--- config.mk ---
export PLATFORM = sky130hd
export DESIGN_NAME = run_length_detector
export DESIGN_NICKNAME = d
export VERILOG_FILES = /design/src/rtl/run_det_pkg.sv /design/src/rtl/sat_counter.sv /design/src/rtl/run_length_detector.sv
export SDC_FILE = /design/constraint.sdc
export NUM_CORES = 1
export LEC_CHECK = 0
export ABC_CLOCK_PERIOD_IN_PS = 9030
export CORE_UTILIZATION = 30
export CTS_CLUSTER_DIAMETER = 30
export CTS_CLUSTER_SIZE = 30
export DETAILED_ROUTE_END_ITERATION = 6
export GPL_TIMING_DRIVEN = 1
export PLACE_DENSITY = 0.58
export SLEW_MARGIN = 0
export SYNTH_ARGS = -nofsm -noshare
export SYNTH_HDL_FRONTEND = slang
export SYNTH_SLANG_ARGS = --single-unit
--- constraint.sdc ---
create_clock -name clk -period 9.03 [get_ports clk]
set_input_delay 1.806 -clock clk [delete_from_list [all_inputs] [get_ports clk]]
set_output_delay 1.806 -clock clk [all_outputs]
set_load 0.1 [all_outputs]
--- src/rtl/run_det_pkg.sv ---
// Shared constants for the run-length detector: FSM state encoding and report modes.
package run_det_pkg;

    localparam logic [1:0] ST_IDLE  = 2'd0;
    localparam logic [1:0] ST_COUNT = 2'd1;
    localparam logic [1:0] ST_HIT   = 2'd2;

    localparam logic MODE_CONT    = 1'b0;
    localparam logic MODE_ONESHOT = 1'b1;

endpackage

--- src/rtl/sat_counter.sv ---
// Saturating up-counter. clr zeroes the count and beats inc; load0 restarts
// the count from zero, taking this cycle's inc into account.
module sat_counter #(
    parameter int unsigned W = 8
) (
    input  logic         clk,
    input  logic         reset,
    input  logic         inc,
    input  logic         clr,
    input  logic         load0,
    output logic [W-1:0] q
);

    localparam logic [W-1:0] Q_MAX = '1;

    always_ff @(posedge clk or posedge reset) begin
        if (reset) begin
            q <= '0;
        end else if (clr) begin
            q <= '0;
        end else if (load0) begin
            q <= W'(inc);
        end else if (inc && (q != Q_MAX)) begin
            q <= q + W'(1);
        end
    end

endmodule

--- src/rtl/run_length_detector.sv ---
// Serial run-length detector: flags runs of cfg_polarity reaching a programmable
// threshold, reports each qualifying run's final length and counts detections.
module run_length_detector
    import run_det_pkg::*;
#(
    parameter int unsigned LEN_W = 8,
    parameter int unsigned CNT_W = 16
) (
    input  logic             clk,
    input  logic             reset,
    input  logic             din_valid,
    input  logic             din,
    input  logic             cfg_polarity,
    input  logic [LEN_W-1:0] cfg_threshold,
    input  logic             cfg_mode,
    input  logic             clr_count,
    output logic             detected,
    output logic [LEN_W-1:0] run_len,
    output logic             run_done,
    output logic [LEN_W-1:0] run_done_len,
    output logic [CNT_W-1:0] event_count
);

    localparam logic [LEN_W-1:0] LEN_MAX = '1;

    logic [1:0]       state;
    logic [1:0]       state_nxt;
    logic [LEN_W-1:0] thr;
    logic [LEN_W-1:0] len_inc;
    logic             match;
    logic             reach;
    logic             det_nxt;
    logic             done_nxt;
    logic             run_inc;
    logic             run_restart;

    // A zero threshold behaves as one; the incremented length saturates.
    assign thr         = (cfg_threshold == '0) ? LEN_W'(1) : cfg_threshold;
    assign len_inc     = (run_len == LEN_MAX) ? run_len : run_len + LEN_W'(1);
    assign match       = (din == cfg_polarity);
    assign reach       = (len_inc >= thr);
    assign run_inc     = din_valid && match;
    assign run_restart = din_valid && !match;

    always_ff @(posedge clk or posedge reset) begin
        if (reset) begin
            state <= ST_IDLE;
        end else begin
            state <= state_nxt;
        end
    end

    always_comb begin
        state_nxt = state;
        det_nxt   = 1'b0;
        done_nxt  = 1'b0;
        if (din_valid) begin
            if (match) begin
                state_nxt = reach ? ST_HIT : ST_COUNT;
                det_nxt   = reach && ((cfg_mode == MODE_CONT) || (state != ST_HIT));
            end else begin
                state_nxt = ST_IDLE;
                done_nxt  = (state == ST_HIT);
            end
        end
    end

    // Output pulses and the captured length of the run that just ended.
    always_ff @(posedge clk or posedge reset) begin
        if (reset) begin
            detected     <= 1'b0;
            run_done     <= 1'b0;
            run_done_len <= '0;
        end else begin
            detected <= det_nxt;
            run_done <= done_nxt;
            if (done_nxt) begin
                run_done_len <= run_len;
            end
        end
    end

    sat_counter #(.W(LEN_W)) u_run_cnt (
        .clk   (clk),
        .reset (reset),
        .inc   (run_inc),
        .clr   (1'b0),
        .load0 (run_restart),
        .q     (run_len)
    );

    sat_counter #(.W(CNT_W)) u_evt_cnt (
        .clk   (clk),
        .reset (reset),
        .inc   (det_nxt),
        .clr   (clr_count),
        .load0 (1'b0),
        .q     (event_count)
    );

endmodule

Yosys cells after proc, flatten, opt, wreduce, memory -nomap -nowiden

Cells that the tools add are included.

Bits in registers: 36
Input port bits: 15
Output and inout port bits: 34
Logic and storage cells: 38

$add $sub $neg: 2
Magnitude comparators: 1
Eq/ne operators: 6
Muxes and demuxes: 12
Bitwise gates (word level): 1
Reductions and logical operators: 10

Operators with widths:

| kind                    | count |
|---|---|
| $mux W16                | 2 |
| $mux W8                 | 4 |
| $add A16 B1 Y16 const B | 1 |
| $ne A16 B16 Y1 const B  | 1 |
| $add A8 B1 Y8 const B   | 1 |
| $eq A8 B8 Y1 const B    | 1 |
| $ge A8 B8 Y1            | 1 |
| $logic_not A8 Y1        | 1 |
| $ne A8 B8 Y1 const B    | 1 |
| $logic_and A1 B1 Y1     | 5 |
| $mux W1                 | 4 |
| $mux W2                 | 2 |
| $reduce_bool A2 Y1      | 2 |
| $eq A2 B2 Y1 const B    | 1 |
| $ne A2 B2 Y1 const B    | 1 |
| $eq A1 B1 Y1            | 1 |
| $logic_not A1 Y1        | 1 |
| $logic_or A1 B1 Y1      | 1 |
| $not A1 Y1              | 1 |

Logic depth before layout (Yosys ltp)

Gate-level depths: netlist of the first run.

Word-level depth: 9
Depth in mapped cells: 14
Gate-level depth less buffers: 11

Modules after synthesis

Synthesis of the first run repeated with hierarchy kept, for this count alone.

Cells, all modules: 255
Area total of the unflattened synthesis: 2437.3 µm²

Modules (own cells, without submodules):

| module                  | times used | cells each | area each (µm²) | sequential area each (µm²) |
|---|---|---|---|---|
| sat_counter (u_evt_cnt) | 1          | 112        | 1024.7          | 400.4 |
| run_length_detector     | 1          | 86         | 897.1           | 300.3 |
| sat_counter (u_run_cnt) | 1          | 57         | 515.5           | 200.2 |

Worst setup path after synthesis of the first run

OpenSTA, ideal clock, no wires.

Path kind: flip-flop to flip-flop
Start point: reg u_run_cnt.q[0]
End point: reg u_evt_cnt.q[0]
Library setup time: 78 ps
Arrival: 3883 ps
Data required time: 8952 ps
Path slack: 5069 ps
Stages on the path, launching flop included: 15
Path buffers: 4
Clock period less this slack: 3961 ps
Path through: dfrtp_1 > ha_1 > and3_1 > clkbuf_1 > nand3_1 > clkbuf_1 > xnor2_1 > ha_1 > nand2b_1 > a2111oi_0 > o31a_1 > buf_2 > buf_4 > o21ai_0 > a21oi_1

Longest elaborated chain between the ends: 8
Elaborated cells between the ends (all ways): 9
Classes of those cells: 1 x add/sub; 1 x order compare; 1 x eq/ne; 3 x mux; 3 x reduce/logical

RTL lines:

| element                                              | RTL line                  | source |
|---|---|---|
| start: declaration                                   | sat_counter.sv:11         | `output logic [W-1:0] q` |
| start signal: assignment                             | sat_counter.sv:22         | `q <= W'(inc);` |
| start signal: assignment                             | sat_counter.sv:24         | `q <= q + W'(1);` |
| $add A8 B1 Y8 / $eq A8 B8 Y1 (equally long branches) | run_length_detector.sv:39 | `assign len_inc = (run_len == LEN_MAX) ? run_len : run_len + LEN_W'(1);` |
| $mux W8 (*)                                          | run_length_detector.sv:39 |  |
| $ge A8 B8 Y1 (*)                                     | run_length_detector.sv:41 | `assign reach = (len_inc >= thr);` |
| $logic_and A1 B1 Y1 (*)                              | run_length_detector.sv:60 | `det_nxt = reach && ((cfg_mode == MODE_CONT) \|\| (state != ST_HIT));` |
| $mux W1 (*)                                          | run_length_detector.sv:58 | `if (match) begin` |
| $mux W1 (*)                                          | run_length_detector.sv:57 | `if (din_valid) begin` |
| $logic_and A1 B1 Y1 (*)                              | sat_counter.sv:23         | `end else if (inc && (q != Q_MAX)) begin` |
| $reduce_bool A2 Y1 (no source line) (*)              | --                        |  |
| end signal: assignment                               | sat_counter.sv:22         |  |
| end signal: assignment                               | sat_counter.sv:24         |  |
| end: declaration                                     | sat_counter.sv:11         |  |

Mark *: on every way between the ends. The rest lies on a longest branch, timed or not.
A chain may end at the register's enable or synchronous reset.

Worst setup path in the final report of the first run

Start point: in cfg_threshold[4]
End point: reg u_evt_cnt.q[7]

Longest elaborated chain between the ends: 8

RTL lines:

| element                                 | RTL line                  | source |
|---|---|---|
| start: declaration                      | run_length_detector.sv:14 | `input logic [LEN_W-1:0] cfg_threshold,` |
| $logic_not A8 Y1                        | run_length_detector.sv:38 | `assign thr = (cfg_threshold == '0) ? LEN_W'(1) : cfg_threshold;` |
| $mux W8 (*)                             | run_length_detector.sv:38 |  |
| $ge A8 B8 Y1 (*)                        | run_length_detector.sv:41 |  |
| $logic_and A1 B1 Y1 (*)                 | run_length_detector.sv:60 |  |
| $mux W1 (*)                             | run_length_detector.sv:58 |  |
| $mux W1 (*)                             | run_length_detector.sv:57 |  |
| $logic_and A1 B1 Y1 (*)                 | sat_counter.sv:23         |  |
| $reduce_bool A2 Y1 (no source line) (*) | --                        |  |

Marks and branches as above.

==> results of run 1 <==
-- cell type report --
class	count	area [um^2]
clock inverters	2	10.0
well taps	96	120
repair buffers	49	488
clock buffers	6	82.6
fillers	714	4060
inverters	13	48.8
multi-input cells	163	1120
flip-flops and latches	36	901
-- per-layer routing --
metal	vias to the layer above	global-route usage (%)
li1	908	-
met2	30	22.2
met3	5	3.14
met5	-	0
met1	860	18.3
met4	0	5.00
-- where the power goes --
group	leakage [nW]	internal, mW	total, mW	switching (mW)
combinational	0.614	0.0235	0.0675	0.0440
sequential	0.499	0.165	0.170	0.00594
clock	0.0510	0.0609	0.119	0.0583
total	1.16	0.249	0.357	0.108
-- flip-flops by register name (all words and copies together), names as in the netlist --
signal / flops
detected: 1
run_done_len: 8
state: 2
u_run_cnt.q: 8
u_evt_cnt.q: 16
run_done: 1
-- stage by stage --
step | cell area (um^2) | setup slack (ns) | utilization, % | std cells | hold slack (ns)
3_3_place_gp | 2680 | 4.14 | 39.3 | 357 | 0.493
6_report | 2780 | 4.42 | 40.6 | 365 | 0.512
3_5_place_dp | 2680 | 4.06 | 39.3 | 357 | 0.496
4_1_cts | 2780 | 4.38 | 40.6 | 365 | 0.513
2_1_floorplan | 2130 | 5.07 | - | 222 | 0.503
5_1_grt | 2780 | 4.13 | 40.6 | 365 | 0.535
-- synthesized netlist by cell type (all sizes together), types with 2 or more instances --
library cell	instances	area [um^2]
clkbuf	5	18.8
dfrtp	36	901
o31ai	11	82.6
a21oi	21	105
a41o	2	21.3
or3	2	12.5
nand3	13	70.1
nand2	14	52.6
xnor2	5	51.3
nor2	14	52.6
o21a	3	22.5
nor3b	2	15.0
and4	2	17.5
ha	10	125
xor2	2	17.5
a31o	2	17.5
buf	5	33.8
nor2b	4	25.0
mux2	12	135
or4	10	75.1
nand4	3	18.8
inv	13	48.8
and3	5	31.3
nand2b	4	25.0
nor4	4	31.3
o21ai	8	40.0
-- cell families after synthesis --
| logic type | share of synthesized area, % |
|---|---|
| buf+inv | 4.76 |
| flops | 42.4 |
| xor+xnor | 3.24 |
| mux | 6.82 |
| simple gates | 20.6 |
| fa+ha+maj | 5.88 |
| compound gates | 16.3 |
-- final timing paths --
check | start | to | slack (ns) | depth (start not counted)
max | cfg_threshold[4] | u_evt_cnt.q[7]$_DFFE_PP0P_ | 4.42 | 9
min reg2reg | run_done_len[2]$_DFFE_PP0P_ | run_done_len[2]$_DFFE_PP0P_ | 0.51 | 1
min | run_done_len[2]$_DFFE_PP0P_ | run_done_len[2]$_DFFE_PP0P_ | 0.51 | 1
max reg2reg | u_run_cnt.q[0]$_DFFE_PP0P_ | u_evt_cnt.q[7]$_DFFE_PP0P_ | 5.02 | 10
min in group asynchronous | reset | u_evt_cnt.q[10]$_DFFE_PP0P_ | 1.92 | 3
max in group asynchronous | reset | u_evt_cnt.q[2]$_DFFE_PP0P_ | 6.79 | 3
-- layout by cell type, fill, tap and decap left out, types with 2 or more instances in the layout --
cell type | netlist | final
nor4_1 | 3 | 3
and4_1 | 2 | 2
a21oi_1 | 21 | 21
ha_1 | 10 | 10
a31o_2 | 2 | 2
nand2_1 | 14 | 14
nor2_1 | 14 | 14
or4_1 | 10 | 10
or3_1 | 2 | 2
xor2_1 | 2 | 2
and3_1 | 5 | 5
o31ai_1 | 11 | 11
xnor2_1 | 4 | 4
nor3b_1 | 2 | 2
nand3_1 | 12 | 12
o21ai_0 | 8 | 8
clkbuf_8 | 0 | 6
nand2b_1 | 4 | 4
nand4_1 | 3 | 3
nor2b_1 | 4 | 4
clkinv_2 | 0 | 2
inv_1 | 13 | 13
dfrtp_1 | 36 | 36
clkdlybuf4s50_1 | 0 | 48
o21a_1 | 3 | 3
mux2_2 | 12 | 12
-- critical path: cells and delay by family --
family | cells | cell delay [ns]
multiplexers | 1 | 0.30
AO/OA/AOI/OAI | 3 | 1.45
adder cells (fa/ha/maj) | 1 | 0.21
AND/OR/NAND/NOR | 3 | 0.59
buffers and inverters | 1 | 0.42
==> results.py, run 1 <==
metrics = {
    "status": {
        "status": "complete, no violations",
    },
    "drt": {
        "wl_um": 4800,
        "antenna_left": 0,
        "drt-vias-per-instance": 4.94,
        "top_layer_used": "met4",
        "dr_wl_met3_um": 174,
        "firstDrtPassIters": 4,
        "wl_met1_um": 2340,
        "wl_per_cell_um": 13.1,
        "drt_iter0_drc": 74,
        "routed-via-count": 1803,
        "wl_met2_um": 2230,
        "drc": 0,
    },
    "power": {
        "power_density_nw_per_um2": 129,
        "ir_drop_mv": 0.0923,
        "p_leak_nw": 1.16,
        "power.total_uw": 357,
    },
    "synth": {
        "ys_types": 42,
        "synth_edf_count": 0,
        "syn_area_um2": 2130,
        "synth_seq_area_share_pct": 42.4,
        "synth_seq_cells": 36,
        "async_flop_share_pct": 100,
        "ys.flop_type": "dfrtp_1",
        "synthCells": 222,
        "syn_nets": 247,
        "yosys_warnings": 0,
        "avgSynthCellArea_um2": 9.58,
    },
    "timing": {
        "worst_pin_slew_ns": 1.12,
        "finalSetupTns_ns": 0,
        "finalHoldViolations": 0,
        "fin_crit_ns": 4.61,
        "slew_violations": 0,
        "finalCritPeriodShare_pct": 51.1,
        "clock_skew_ns": 0.00875,
        "fmaxAchievable_ghz": 0.217,
        "setup-violations-final": 0,
        "rsz0062_at_grt": "false",
        "slew_headroom_pct": 24.9,
    },
    "placement": {
        "portBuffers": 48,
        "place_congestion": 0.788,
        "dp_hpwl_um": 3440,
    },
    "clock_tree": {
        "clk_path_buf_depth": 2,
        "cts_resized": 0,
        "path_clk_slew_ns": 0.08,
        "clock_latency_ns": 0.29,
        "cts_tree": "yes",
        "cts-root-buf": "clkbuf_8",
        "numCtsBuffers": 5,
        "cts_hold_buf": 0,
        "postCtsSetupRepairBufs": 0,
        "cts-htree-levels": 2,
        "cts.sinks": 36,
    },
    "critical_path": {
        "crit_slowest_cell": "o31a_1",
        "arrival_ns": 4.79,
        "worstSetupPathType": "in -> reg",
        "critPathMaxStageDelay_ns": 0.85,
        "crit_fanout": 31,
        "path_cells": "clkdlybuf4s50_1 > nor4_1 > a41o_1 > ha_1 > nand2b_1 > a2111oi_0 > o31a_1 > nor3b_1 > mux2_2",
        "critPathRequiredTime_ns": 9.21,
        "end_kind": "flop",
        "cp-start-kind": "primary input",
    },
    "global_routing": {
        "grt_pass1_vias": 1653,
        "grt-ovfl-total": 0,
        "grt_max_degree": 37,
        "grt_use_total_pct": 13.8,
        "grt_pass1_wl_um": 8020,
        "antenna_found_initial": 0,
    },
    "die": {
        "pin_count": 49,
        "dieArea_um2": 7430,
        "coreArea_um2": 6830,
        "die_height_um": 86.2,
        "initial_core_util_pct": 31.1,
        "rows": 30,
        "die_x_um": 86.2,
    },
    "layout": {
        "area_growth_pct": 30.5,
        "drive_gt1_share_pct": 10.0,
        "antenna_cells": 0,
        "fin_nets": 293,
    },
    "worst_hold_path": {
        "hp-class": "reg -> reg",
    },
    "job": {
        "cap_violations": 0,
    },
}
Power figures use the tool's default switching activity.
==> inputs of run 2 (changes only) <==
- ABC_CLOCK_PERIOD_IN_PS: 9030 -> 4300
- clock period: 9.03 -> 4.3 ns (I/O delays scaled with it)
==> results.py, run 2 (same netlist as run 1, synthesis figures left out) <==
metrics = {
    "clock_tree": {
        "clock_latency_ns": 0.30,
        "cts_resized": 0,
        "cts_tree": "yes",
        "clk_path_buf_depth": 2,
        "path_clk_slew_ns": 0.07,
        "postCtsSetupRepairBufs": 0,
        "cts-root-buf": "clkbuf_8",
        "numCtsBuffers": 5,
        "cts.sinks": 36,
        "cts_hold_buf": 0,
        "cts-htree-levels": 2,
    },
    "power": {
        "net-switching-power_uw": 232,
        "seqPwrFrac_pct": 42.9,
        "power.total_uw": 832,
        "combPwrFrac_pct": 17.0,
        "power_density_nw_per_um2": 294,
        "ir_drop_mv": 0.194,
        "swShare_pct": 27.9,
        "internal_power_uw": 599,
        "clkPwrFrac_pct": 40.0,
        "p_leak_nw": 1.19,
    },
    "placement": {
        "dp_hpwl_um": 3490,
        "place_congestion": 0.762,
        "dp_cells": 360,
        "portBuffers": 48,
    },
    "timing": {
        "fin_crit_ns": 3.39,
        "rsz0062_at_grt": "false",
        "finalSetupTns_ns": 0,
        "finalHoldViolations": 0,
        "fmaxAchievable_ghz": 0.295,
        "setup-violations-final": 0,
        "slew_headroom_pct": 33.4,
        "slew_violations": 0,
        "finalCritPeriodShare_pct": 78.8,
        "clock_skew_ns": 0.0143,
        "worst_pin_slew_ns": 0.998,
    },
    "layout": {
        "top_regs": "u_evt_cnt.q (16), run_done_len (8), u_run_cnt.q (8)",
        "area_growth_pct": 33.1,
        "fin_cells": 368,
        "antenna_cells": 0,
        "drive_gt1_share_pct": 11.0,
        "fin_nets": 296,
        "final_util_pct": 41.4,
        "largest_reg_flops": 16,
        "final_common_cell": "clkdlybuf4s50_1",
        "top_register": "u_evt_cnt.q",
        "final_cell_mix": "48 x clkdlybuf4s50_1, 36 x dfrtp_1, 21 x a21oi_1",
        "fillers": 708,
    },
    "drt": {
        "drt_iter0_drc": 52,
        "wl_um": 4790,
        "firstDrtPassIters": 4,
        "antenna_left": 0,
        "drc": 0,
        "drt-vias-per-instance": 4.99,
        "wl_per_cell_um": 13.0,
        "routed-via-count": 1835,
    },
    "die": {
        "dieArea_um2": 7430,
        "initial_core_util_pct": 31.1,
        "rows": 30,
        "die_height_um": 86.2,
        "pin_count": 49,
        "coreArea_um2": 6830,
        "die_x_um": 86.2,
    },
    "status": {
        "status": "complete, no violations",
    },
    "global_routing": {
        "grtUsageMet1_pct": 18.7,
        "grt_pass1_wl_um": 8020,
        "grt.met3_usage_pct": 3.24,
        "grt_pass1_vias": 1689,
        "antenna_found_initial": 0,
        "gr-usage-met2_pct": 21.4,
        "grt-ovfl-total": 0,
        "grt_max_degree": 32,
        "grt_use_total_pct": 13.9,
        "busiest_layer": "met2",
    },
    "critical_path": {
        "worstSetupPathType": "reg -> reg",
        "end_kind": "flop",
        "critPathRequiredTime_ns": 4.47,
        "arrival_ns": 3.56,
        "crit_fanout": 31,
        "cp-start-kind": "flop",
    },
    "job": {
        "cap_violations": 0,
    },
    "worst_hold_path": {
        "hp-class": "reg -> reg",
    },
}
==> run 2: cell types whose count changed in the layout (fill, tap and decap cells not counted) <==
cell / change
buf_4: +3
clkinv_2: -2
bufinv_16: +1
clkbuf_8: +1
==> run 2: metal layers <==
metal	part of all wire, %	up-vias
li1	-	915
met1	49	887
met2	46	28
met3	3.9	5
met4	1.5	0
met5	0	-
==> run 2: final timing paths <==
kind	from	endpoint	slack, ns	cells past startpoint
worst max-delay path	u_run_cnt.q[0]$_DFFE_PP0P_	u_evt_cnt.q[7]$_DFFE_PP0P_	0.91	11
worst min-delay path	run_done_len[7]$_DFFE_PP0P_	run_done_len[7]$_DFFE_PP0P_	0.51	1
worst max register to register	u_run_cnt.q[0]$_DFFE_PP0P_	u_evt_cnt.q[7]$_DFFE_PP0P_	0.91	11
worst min register to register	run_done_len[7]$_DFFE_PP0P_	run_done_len[7]$_DFFE_PP0P_	0.51	1
max in group asynchronous	reset	run_done_len[6]$_DFFE_PP0P_	2.48	3
min in group asynchronous	reset	u_evt_cnt.q[8]$_DFFE_PP0P_	1.10	2
==> run 2: worst max-delay path: stages, from the launching register on <==
cell,delay [ns]
dfrtp_1,0.47
ha_1,0.29
and3_1,0.28
nand3_1,0.11
buf_4,0.19
mux2_2,0.37
ha_1,0.28
a2111oi_0,0.40
o31a_1,0.21
buf_4,0.28
nor3b_1,0.10
mux2_2,0.28
==> run 2: power by group through the flow <==
| stage | logic, mW | registers [mW] | clock network, mW |
|---|---|---|---|
| global route | 0.155 | 0.360 | 0.355 |
| finish | 0.142 | 0.357 | 0.333 |
| detailed placement | 0.142 | 0.364 | 0 |
| CTS | 0.143 | 0.357 | 0.338 |
| global placement | 0.142 | 0.364 | 0 |
| floorplan | 0.0599 | 0.405 | 0 |
==> run 2: layout make-up <==
class,count,area (um^2),area share [%]
Timing Repair Buffer,52,510,18.0
Multi-Input combinational cell,163,1120,39.7
Tap cell,96,120,4.24
Sequential cell,36,901,31.8
Inverter,13,48.8,1.72
Clock buffer,7,96.3,3.40
Clock inverter,1,30.0,1.06
==> run 2: stage by stage <==
step                      cell area [um^2]  hold WS (ns)  setup WS (ns)
after floorplan                       2130         0.503          0.339
after global placement                2710         0.493          0.796
after detailed placement              2710         0.496          0.696
after CTS                             2830         0.513          0.919
after global routing                  2830         0.527          0.627
final                                 2830         0.507          0.912
